**src/rtl/motoro301_pkg.sv**
```systemverilog
// Shared types and defaults for the motoro301 dead-time / gate-drive stage.
package motoro301_pkg;

    localparam int DEAD_CYC_DEF = 50;
    localparam int CNT_W_DEF    = 8;
    localparam int NUM_PH       = 3;

    typedef enum logic [2:0] {
        ST_OFF   = 3'd0,
        ST_DT_HI = 3'd1,
        ST_HI    = 3'd2,
        ST_DT_LO = 3'd3,
        ST_LO    = 3'd4
    } phase_state_e;

    typedef struct packed {
        logic hp;    // high-side drive, active-low
        logic ln;    // low-side drive, active-high
        logic dead;  // leg inside a dead interval
    } gate_t;

    localparam gate_t GATE_OFF = '{hp: 1'b1, ln: 1'b0, dead: 1'b0};

    // Only HI turns the high side on and only LO turns the low side on,
    // so no state can ever drive both switches of a leg.
    function automatic gate_t decode_gate(input phase_state_e st);
        gate_t g;
        g.hp   = (st != ST_HI);
        g.ln   = (st == ST_LO);
        g.dead = (st == ST_DT_HI) || (st == ST_DT_LO);
        return g;
    endfunction

endpackage

```
**src/rtl/motoro301_deadtime_phase.sv**
```systemverilog
// One inverter leg: OFF/DT_HI/HI/DT_LO/LO FSM, dead-time counter, registered gate decode.
module motoro301_deadtime_phase
    import motoro301_pkg::*;
#(
    parameter int DEAD_CYC = DEAD_CYC_DEF,
    parameter int CNT_W    = CNT_W_DEF
) (
    input  logic clk50mhz,
    input  logic nReset,
    input  logic en,
    input  logic cmd,
    output logic hp,
    output logic ln,
    output logic dead_act
);

    localparam logic [CNT_W-1:0] RELOAD = CNT_W'(DEAD_CYC - 1);

    phase_state_e     state, state_nxt;
    logic [CNT_W-1:0] cnt, cnt_nxt;
    gate_t            gate_q;

    always_ff @(posedge clk50mhz or negedge nReset) begin
        if (!nReset) begin
            state  <= ST_OFF;
            cnt    <= '0;
            gate_q <= GATE_OFF;
        end else begin
            state  <= state_nxt;
            cnt    <= cnt_nxt;
            gate_q <= decode_gate(state_nxt);
        end
    end

    // A reversal inside a dead interval reloads the counter, so every turn-on
    // is preceded by a full DEAD_CYC of both-off regardless of history.
    always_comb begin
        state_nxt = state;
        cnt_nxt   = cnt;
        if (!en) begin
            state_nxt = ST_OFF;
            cnt_nxt   = '0;
        end else begin
            case (state)
                ST_OFF: begin
                    state_nxt = cmd ? ST_DT_HI : ST_DT_LO;
                    cnt_nxt   = RELOAD;
                end
                ST_DT_HI: begin
                    if (!cmd) begin
                        state_nxt = ST_DT_LO;
                        cnt_nxt   = RELOAD;
                    end else if (cnt == '0) begin
                        state_nxt = ST_HI;
                    end else begin
                        cnt_nxt = cnt - 1'b1;
                    end
                end
                ST_DT_LO: begin
                    if (cmd) begin
                        state_nxt = ST_DT_HI;
                        cnt_nxt   = RELOAD;
                    end else if (cnt == '0) begin
                        state_nxt = ST_LO;
                    end else begin
                        cnt_nxt = cnt - 1'b1;
                    end
                end
                ST_HI: begin
                    if (!cmd) begin
                        state_nxt = ST_DT_LO;
                        cnt_nxt   = RELOAD;
                    end
                end
                ST_LO: begin
                    if (cmd) begin
                        state_nxt = ST_DT_HI;
                        cnt_nxt   = RELOAD;
                    end
                end
                default: begin
                    state_nxt = ST_OFF;
                    cnt_nxt   = '0;
                end
            endcase
        end
    end

    assign hp       = gate_q.hp;
    assign ln       = gate_q.ln;
    assign dead_act = gate_q.dead;

endmodule

```
**src/rtl/motoro301_deadtime.sv**
```systemverilog
// Three-phase dead-time insertion and gate drive. Optional shoot-through checker
// compiled in with SHOOT_THROUGH_CHECK_EN.
module motoro301_deadtime
    import motoro301_pkg::*;
#(
    parameter int DEAD_CYC = DEAD_CYC_DEF,
    parameter int CNT_W    = CNT_W_DEF
) (
    input  logic       clk50mhz,
    input  logic       nReset,
    input  logic       outEn,
    input  logic [2:0] phCmd,
    output logic       aHP,
    output logic       bHP,
    output logic       cHP,
    output logic       aLN,
    output logic       bLN,
    output logic       cLN,
    output logic [2:0] deadAct,
    output logic       fault
);

    logic [NUM_PH-1:0] hp_raw, ln_raw, dead_raw;
    logic [NUM_PH-1:0] hp, ln, dead;

    for (genvar i = 0; i < NUM_PH; i++) begin : g_ph
        motoro301_deadtime_phase #(
            .DEAD_CYC(DEAD_CYC),
            .CNT_W   (CNT_W)
        ) u_phase (
            .clk50mhz(clk50mhz),
            .nReset  (nReset),
            .en      (outEn),
            .cmd     (phCmd[i]),
            .hp      (hp_raw[i]),
            .ln      (ln_raw[i]),
            .dead_act(dead_raw[i])
        );
    end

`ifdef SHOOT_THROUGH_CHECK_EN
    // Watches the registered leg outputs independently of the FSMs; once
    // tripped, only nReset can release the bridge.
    logic fault_q;

    always_ff @(posedge clk50mhz or negedge nReset) begin
        if (!nReset)
            fault_q <= 1'b0;
        else if (|(~hp_raw & ln_raw))
            fault_q <= 1'b1;
    end

    assign fault = fault_q;
    assign hp    = fault_q ? '1 : hp_raw;
    assign ln    = fault_q ? '0 : ln_raw;
    assign dead  = fault_q ? '0 : dead_raw;
`else
    assign fault = 1'b0;
    assign hp    = hp_raw;
    assign ln    = ln_raw;
    assign dead  = dead_raw;
`endif

    assign aHP     = hp[0];
    assign bHP     = hp[1];
    assign cHP     = hp[2];
    assign aLN     = ln[0];
    assign bLN     = ln[1];
    assign cLN     = ln[2];
    assign deadAct = dead;

endmodule

```
**config.mk**
```make
export PLATFORM = sky130hd
export DESIGN_NAME = motoro301_deadtime
export DESIGN_NICKNAME = d
export VERILOG_FILES = /design/src/rtl/motoro301_pkg.sv /design/src/rtl/motoro301_deadtime_phase.sv /design/src/rtl/motoro301_deadtime.sv
export SDC_FILE = /design/constraint.sdc
export NUM_CORES = 1
export LEC_CHECK = 0
export BUFFER_PORTS_ARGS = -buffer_cell sky130_fd_sc_hd__buf_2
export CAP_MARGIN = 20
export CELL_PAD_IN_SITES_DETAIL_PLACEMENT = 2
export CELL_PAD_IN_SITES_GLOBAL_PLACEMENT = 2
export CORE_UTILIZATION = 38
export DETAILED_ROUTE_END_ITERATION = 8
export PLACE_DENSITY_LB_ADDON = 0.1
export REMOVE_ABC_BUFFERS = 1
export SKIP_CTS_REPAIR_TIMING = 1
export SYNTH_ARGS = -nofsm -noshare
export SYNTH_HDL_FRONTEND = slang
export SYNTH_SLANG_ARGS = --single-unit
```
**constraint.sdc**
```tcl
create_clock -name clk50mhz -period 2 [get_ports clk50mhz]
set_input_delay 0.2 -clock clk50mhz [delete_from_list [all_inputs] [get_ports clk50mhz]]
set_output_delay 0.2 -clock clk50mhz [all_outputs]
set_load 0.01 [all_outputs]
```
; Yosys cells after proc, flatten, opt, wreduce, memory -nomap -nowiden
; Cells that the tools add are included.
[totals]
mem_count = 0
romBits = 0
regBits = 42
ramBits = 0
word_cells = 108
latch_bits = 0
output_inout_bits = 10
[op_classes]
bitwise = 0
mux = 48
eq_ne = 30
addsub = 3
reduce_logical = 12
order_cmp = 0
shift = 0
div_mod_pow = 0
mul = 0
[ops]
columns = cell, n
row1 = two-way mux 8 bit, 18
row2 = case mux 8 bit (5 select lines), 3
row3 = two-way mux 3 bit, 21
row4 = case mux 3 bit (5 select lines), 3
row5 = == test 3 x 2 -> 1 bit (second input constant), 9
row6 = logical NOT 8 bit, 3
row7 = subtractor 8 x 1 -> 8 bit (second input constant), 3
row8 = == test 3 x 1 -> 1 bit (second input constant), 6
row9 = == test 3 bit (second input constant), 6
row10 = inequality test 3 bit (second input constant), 6
row11 = logical NOT 3 bit, 3
row12 = inequality test 3 x 2 -> 1 bit (second input constant), 3
row13 = two-way mux 2 bit, 3
row14 = AND reduction 2 bit, 3
row15 = logical OR 1 bit, 3

; Logic depth before layout (Yosys ltp)
[logic_depth]
ltp_word = 7
ltp_mapped = 6

; By module
; From an unflattened synthesis, not the netlist that was laid out.
[hier_totals]
hier_cells = 294
hier_area_um2 = 2723.9
[by_module_without_submodules]
columns = module, area_per_inst_um2, cells_per_inst, seq_area_each_um2, instances
row1 = motoro301_deadtime_phase (g_ph[1].u_phase), 939.7, 101, 351.6, 1
row2 = motoro301_deadtime_phase (g_ph[2].u_phase), 892.1, 98, 351.6, 1
row3 = motoro301_deadtime_phase (g_ph[0].u_phase), 880.8, 93, 351.6, 1
row4 = motoro301_deadtime, 11.3, 2, 0.0, 1

; Least setup slack after synthesis
; No wires, ideal clock.
[synth_path]
path_kind = reg2reg
from = register g_ph[1].u_phase.cnt[0]
to = register g_ph[1].u_phase.state[1]
path_slack_ns = 0.367
t_required_ns = 1.923
synth_period_minus_slack_ns = 1.633
arrival_ns = 1.556
stages_incl_launch_ff = 7
setup_time_ns = 0.077
path_cell_list = dfrtp_1 inv_1 ha_1 nor4b_2 and2_1 mux2_2 a21oi_1
[synth_between]
elab_chain_cells = 5
[synth_lines]
columns = element, line
row1 = start: declaration, motoro301_deadtime_phase.sv:20  ; logic [CNT_W-1:0] cnt, cnt_nxt;
row2 = start signal: assignment, motoro301_deadtime_phase.sv:30  ; cnt <= cnt_nxt;
row3 = logical NOT 8 bit (*), "motoro301_deadtime_phase.sv:53, motoro301_deadtime_phase.sv:63"
row4 = "two-way mux 3 bit, on equally long branches", "motoro301_deadtime_phase.sv:63, motoro301_deadtime_phase.sv:53"
row5 = "two-way mux 3 bit, on equally long branches", "motoro301_deadtime_phase.sv:60, motoro301_deadtime_phase.sv:50"
row6 = case mux 3 bit (5 select lines) (*), motoro301_deadtime_phase.sv:44  ; case (state)
row7 = two-way mux 3 bit (*), motoro301_deadtime_phase.sv:40  ; if (!en) begin
row8 = net g_ph[1].u_phase.state_nxt[1], motoro301_deadtime_phase.sv:19  ; phase_state_e state, state_nxt;
row9 = end signal: assignment, motoro301_deadtime_phase.sv:29  ; state <= state_nxt;
row10 = end: declaration, motoro301_deadtime_phase.sv:19
; Mark *: on every way through the listed nets, which the timed path passes. The rest lies on a longest branch.
; A chain may end at the register's enable or synchronous reset.

; Worst setup path in the final report
; Ends and elaborated chain as after synthesis.

==> flow_summary.yaml <==
global_route:
  grt_pass1_wl_um: 12500
  gr-total-overflow: 0
  grt.total_usage: 0.217
  grt_pass1_vias: 2479
  antenna_found_initial: 0
  grt_max_degree: 43
sta:
  setup_tns_ns: 0
  drv_slew: 0
  rsz0062_at_grt: "false"
  skew_ns: 0.00560
  worst_pin_slew_ns: 0.564
  maxSlewHeadroom: 0.624
  min_period_ns: 1.85
  min_period_over_period: 0.924
  hold_viol_final: 39
  finalHoldWorstSlack_ns: -0.0403
  setup_ws_ns: 0.151
  setup_violations: 0
  max_freq_mhz: 541
drt:
  dr.pass1.iters: 4
  ant_nets: 0
  drc: 0
  drtIter0Drc: 53
  viasPerCell: 5.61
  routed_wirelength_um: 7400
  via_count: 2324
  wire_per_inst_um: 17.9
pwr:
  power_leakage_uw: 0.00123
  swShare: 0.391
  switchingPower_uw: 1040
  p_int_uw: 1620
  ir_worst_vdd_mv: 0.336
  p_comb_frac: 0.330
  power_frac_seq: 0.442
  pwr-share-clk: 0.228
  p_per_area_nw_per_um2: 889
floorplanning:
  die_y_um: 86.4
  dieArea_um2: 7460
  die_w_um: 86.4
  rows: 30
  core_um2: 6830
  start_util: 0.396
  io_pins: 16
logic_synthesis:
  synth_area_per_cell_um2: 8.98
  async_reset_ff_frac: 1.00
  ys_seq_area_frac: 0.390
  synth-main-ff-cell: "dfrtp_1"
  syn_area_um2: 2700
  yosysTopAreaCell: "dfrtp_1"
  netlist_instances: 301
  ys_ff_latch: 42
  synthDistinctLibCells: 63
  synthTopCellsByArea: "dfrtp_1 36%, o21ai_0 4.1%, a21oi_1 3.5%"
  yosys_warnings: 0
  synth_edf_count: 0
  yosys.area.top_type_share: 0.361
cts:
  clkSinkCount: 42
  clk_pin_slew_ns: 0.09
  htreeDepth: 2
  cts_buffer_depth: 2
  numCtsBuffers: 5
  cts_tree: "yes"
  root_buffer: "clkbuf_8"
  insertion_delay_ns: 0.31
critical_path:
  critical-path-max-stage-delay_ns: 0.42
  required_ns: 2.23
  cp_max_fo: 5
  arrival_ns: 2.08
  critPathLaunchType: "register"
  cp-end-kind: "register"
  slowest_stage: "dfrtp_1"
  worstSetupPathType: "register to register"
  cp_cell_sequence: "inv_1 > ha_1 > nor4b_2 > and2_1 > mux2_2 > a21oi_1"
layout:
  multi_input_area_um2: 1480
  syn_to_final_growth_pct: 10.6
  fillCellCount: 781
  antennaDiodeCount: 0
  seq_area_um2: 1050
  final_nets: 329
  drive_gt1_frac: 0.160
status:
  status: "finished with violations"
  violations: "hold timing"
place:
  dp_hpwl_um: 5210
  place_congestion: 0.759
  io_buffer_count: 14
  place_ws_ns: 0.163
flow_run:
  cap_violations: 0
hold_path:
  min_path_type: "primary input to asynchronous set/reset pin"
## cell type report
class | instances | share of cell area
well taps | 96 | 0.0402
inverters | 17 | 0.0213
multi-input cells | 223 | 0.495
clock buffers | 6 | 0.0276
flip-flops and latches | 42 | 0.353
clock inverters | 2 | 0.00419
repair buffers | 28 | 0.0586
## placed cells by master (no fill, tap or decap), drive strengths merged, types with 6 or more instances in the layout
cell,count
dfrtp,39
buf,28
o21ai,26
nor2,20
a21oi,20
nand2,19
inv,17
nand2b,10
nor2b,8
nand3,8
a31oi,8
nor3,8
o31ai,7
ha,6
clkbuf,6
## power by group through the flow
| stage | registers [uW] | logic (uW) | clock network (uW) |
|---|---|---|---|
| after floorplan | 1150 | 608 | 0 |
| after global placement | 1180 | 848 | 0 |
| after detailed placement | 1190 | 877 | 0 |
| after CTS | 1180 | 889 | 633 |
| after global routing | 1210 | 989 | 645 |
| final | 1180 | 877 | 606 |
## state kept, by name, indices dropped and copies added (netlist names)
name / flops
g_ph.u_phase.state: 9
g_ph.u_phase.dead_act: 3
g_ph.u_phase.hp: 3
g_ph.u_phase.cnt: 24
g_ph.u_phase.ln: 3
## metrics by stage
| step | util | instance area [um2] | cells | hold slack [ns] | total power, uW |
|---|---|---|---|---|---|
| floorplan | - | 2600 | 282 | -0.0956 | 1760 |
| global placement | 0.424 | 2890 | 406 | 0.319 | 2030 |
| detailed placement | 0.424 | 2890 | 406 | 0.321 | 2070 |
| CTS | 0.438 | 2990 | 414 | -0.0186 | 2700 |
| global route | 0.438 | 2990 | 414 | 0.0146 | 2840 |
| finish | 0.438 | 2990 | 414 | -0.0403 | 2660 |
## cell families (layout without fill, tap and decap cells)
| kind of cell | after synthesis | count (layout) | synth area share |
|---|---|---|---|
| flops | 42 | 42 | 0.390 |
| fa+ha+maj | 6 | 6 | 0.0278 |
| compound gates | 98 | 98 | 0.238 |
| xor+xnor | 7 | 7 | 0.0227 |
| mux | 5 | 5 | 0.0194 |
| other cells | 1 | 1 | 0.00139 |
| buf+inv | 36 | 53 | 0.0625 |
| simple gates | 106 | 106 | 0.238 |
## cells in the mapped netlist (all sizes together), types with 3 or more instances
cell type  number
nand3           8
mux2i           3
xnor2           5
nand2          19
nand2b         10
a31oi           8
o22ai           3
nor3            8
nor4            3
dfstp           3
buf            12
nand4           3
o21a            3
or3             3
nand3b          5
dfrtp          39
a21oi          20
o31ai           7
clkbuf          7
and3            3
nor2           20
ha              6
nor3b           5
inv            17
o21ai          26
a211oi          5
nor2b           8
o211ai          4
## layer usage
layer,global-route usage,up-vias,wire [um]
met1,0.296,1162,3610
met3,0.0314,6,164
met4,0.0545,0,79
met2,0.361,25,3550
met5,0,-,0
li1,-,1131,-
## critical path, delay by kind of cell (launching register included)
family          cells  cell delay (ns)
buf+inv             1             0.09
mux                 1             0.35
flops               1             0.42
simple gates        2             0.60
compound gates      1             0.16
fa+ha+maj           1             0.15
## path summary, 6_finish.rpt
path | end | slack [ns] | from | depth (start not counted)
max in group asynchronous | g_ph[0].u_phase.hp | 1.65 | nReset | 2
min in group clk50mhz | g_ph[2].u_phase.hp | 0.16 | phCmd[2] | 2
hold reg to reg | g_ph[1].u_phase.cnt[1] | 0.56 | g_ph[1].u_phase.cnt[1] | 1
setup reg to reg | g_ph[1].u_phase.state[1] | 0.15 | g_ph[1].u_phase.cnt[0] | 6
hold / removal | g_ph[1].u_phase.cnt[7] | -0.04 | nReset | 2
setup / recovery | g_ph[1].u_phase.state[1] | 0.15 | g_ph[1].u_phase.cnt[0] | 6
No activity file was read; power rests on OpenSTA's default activity.
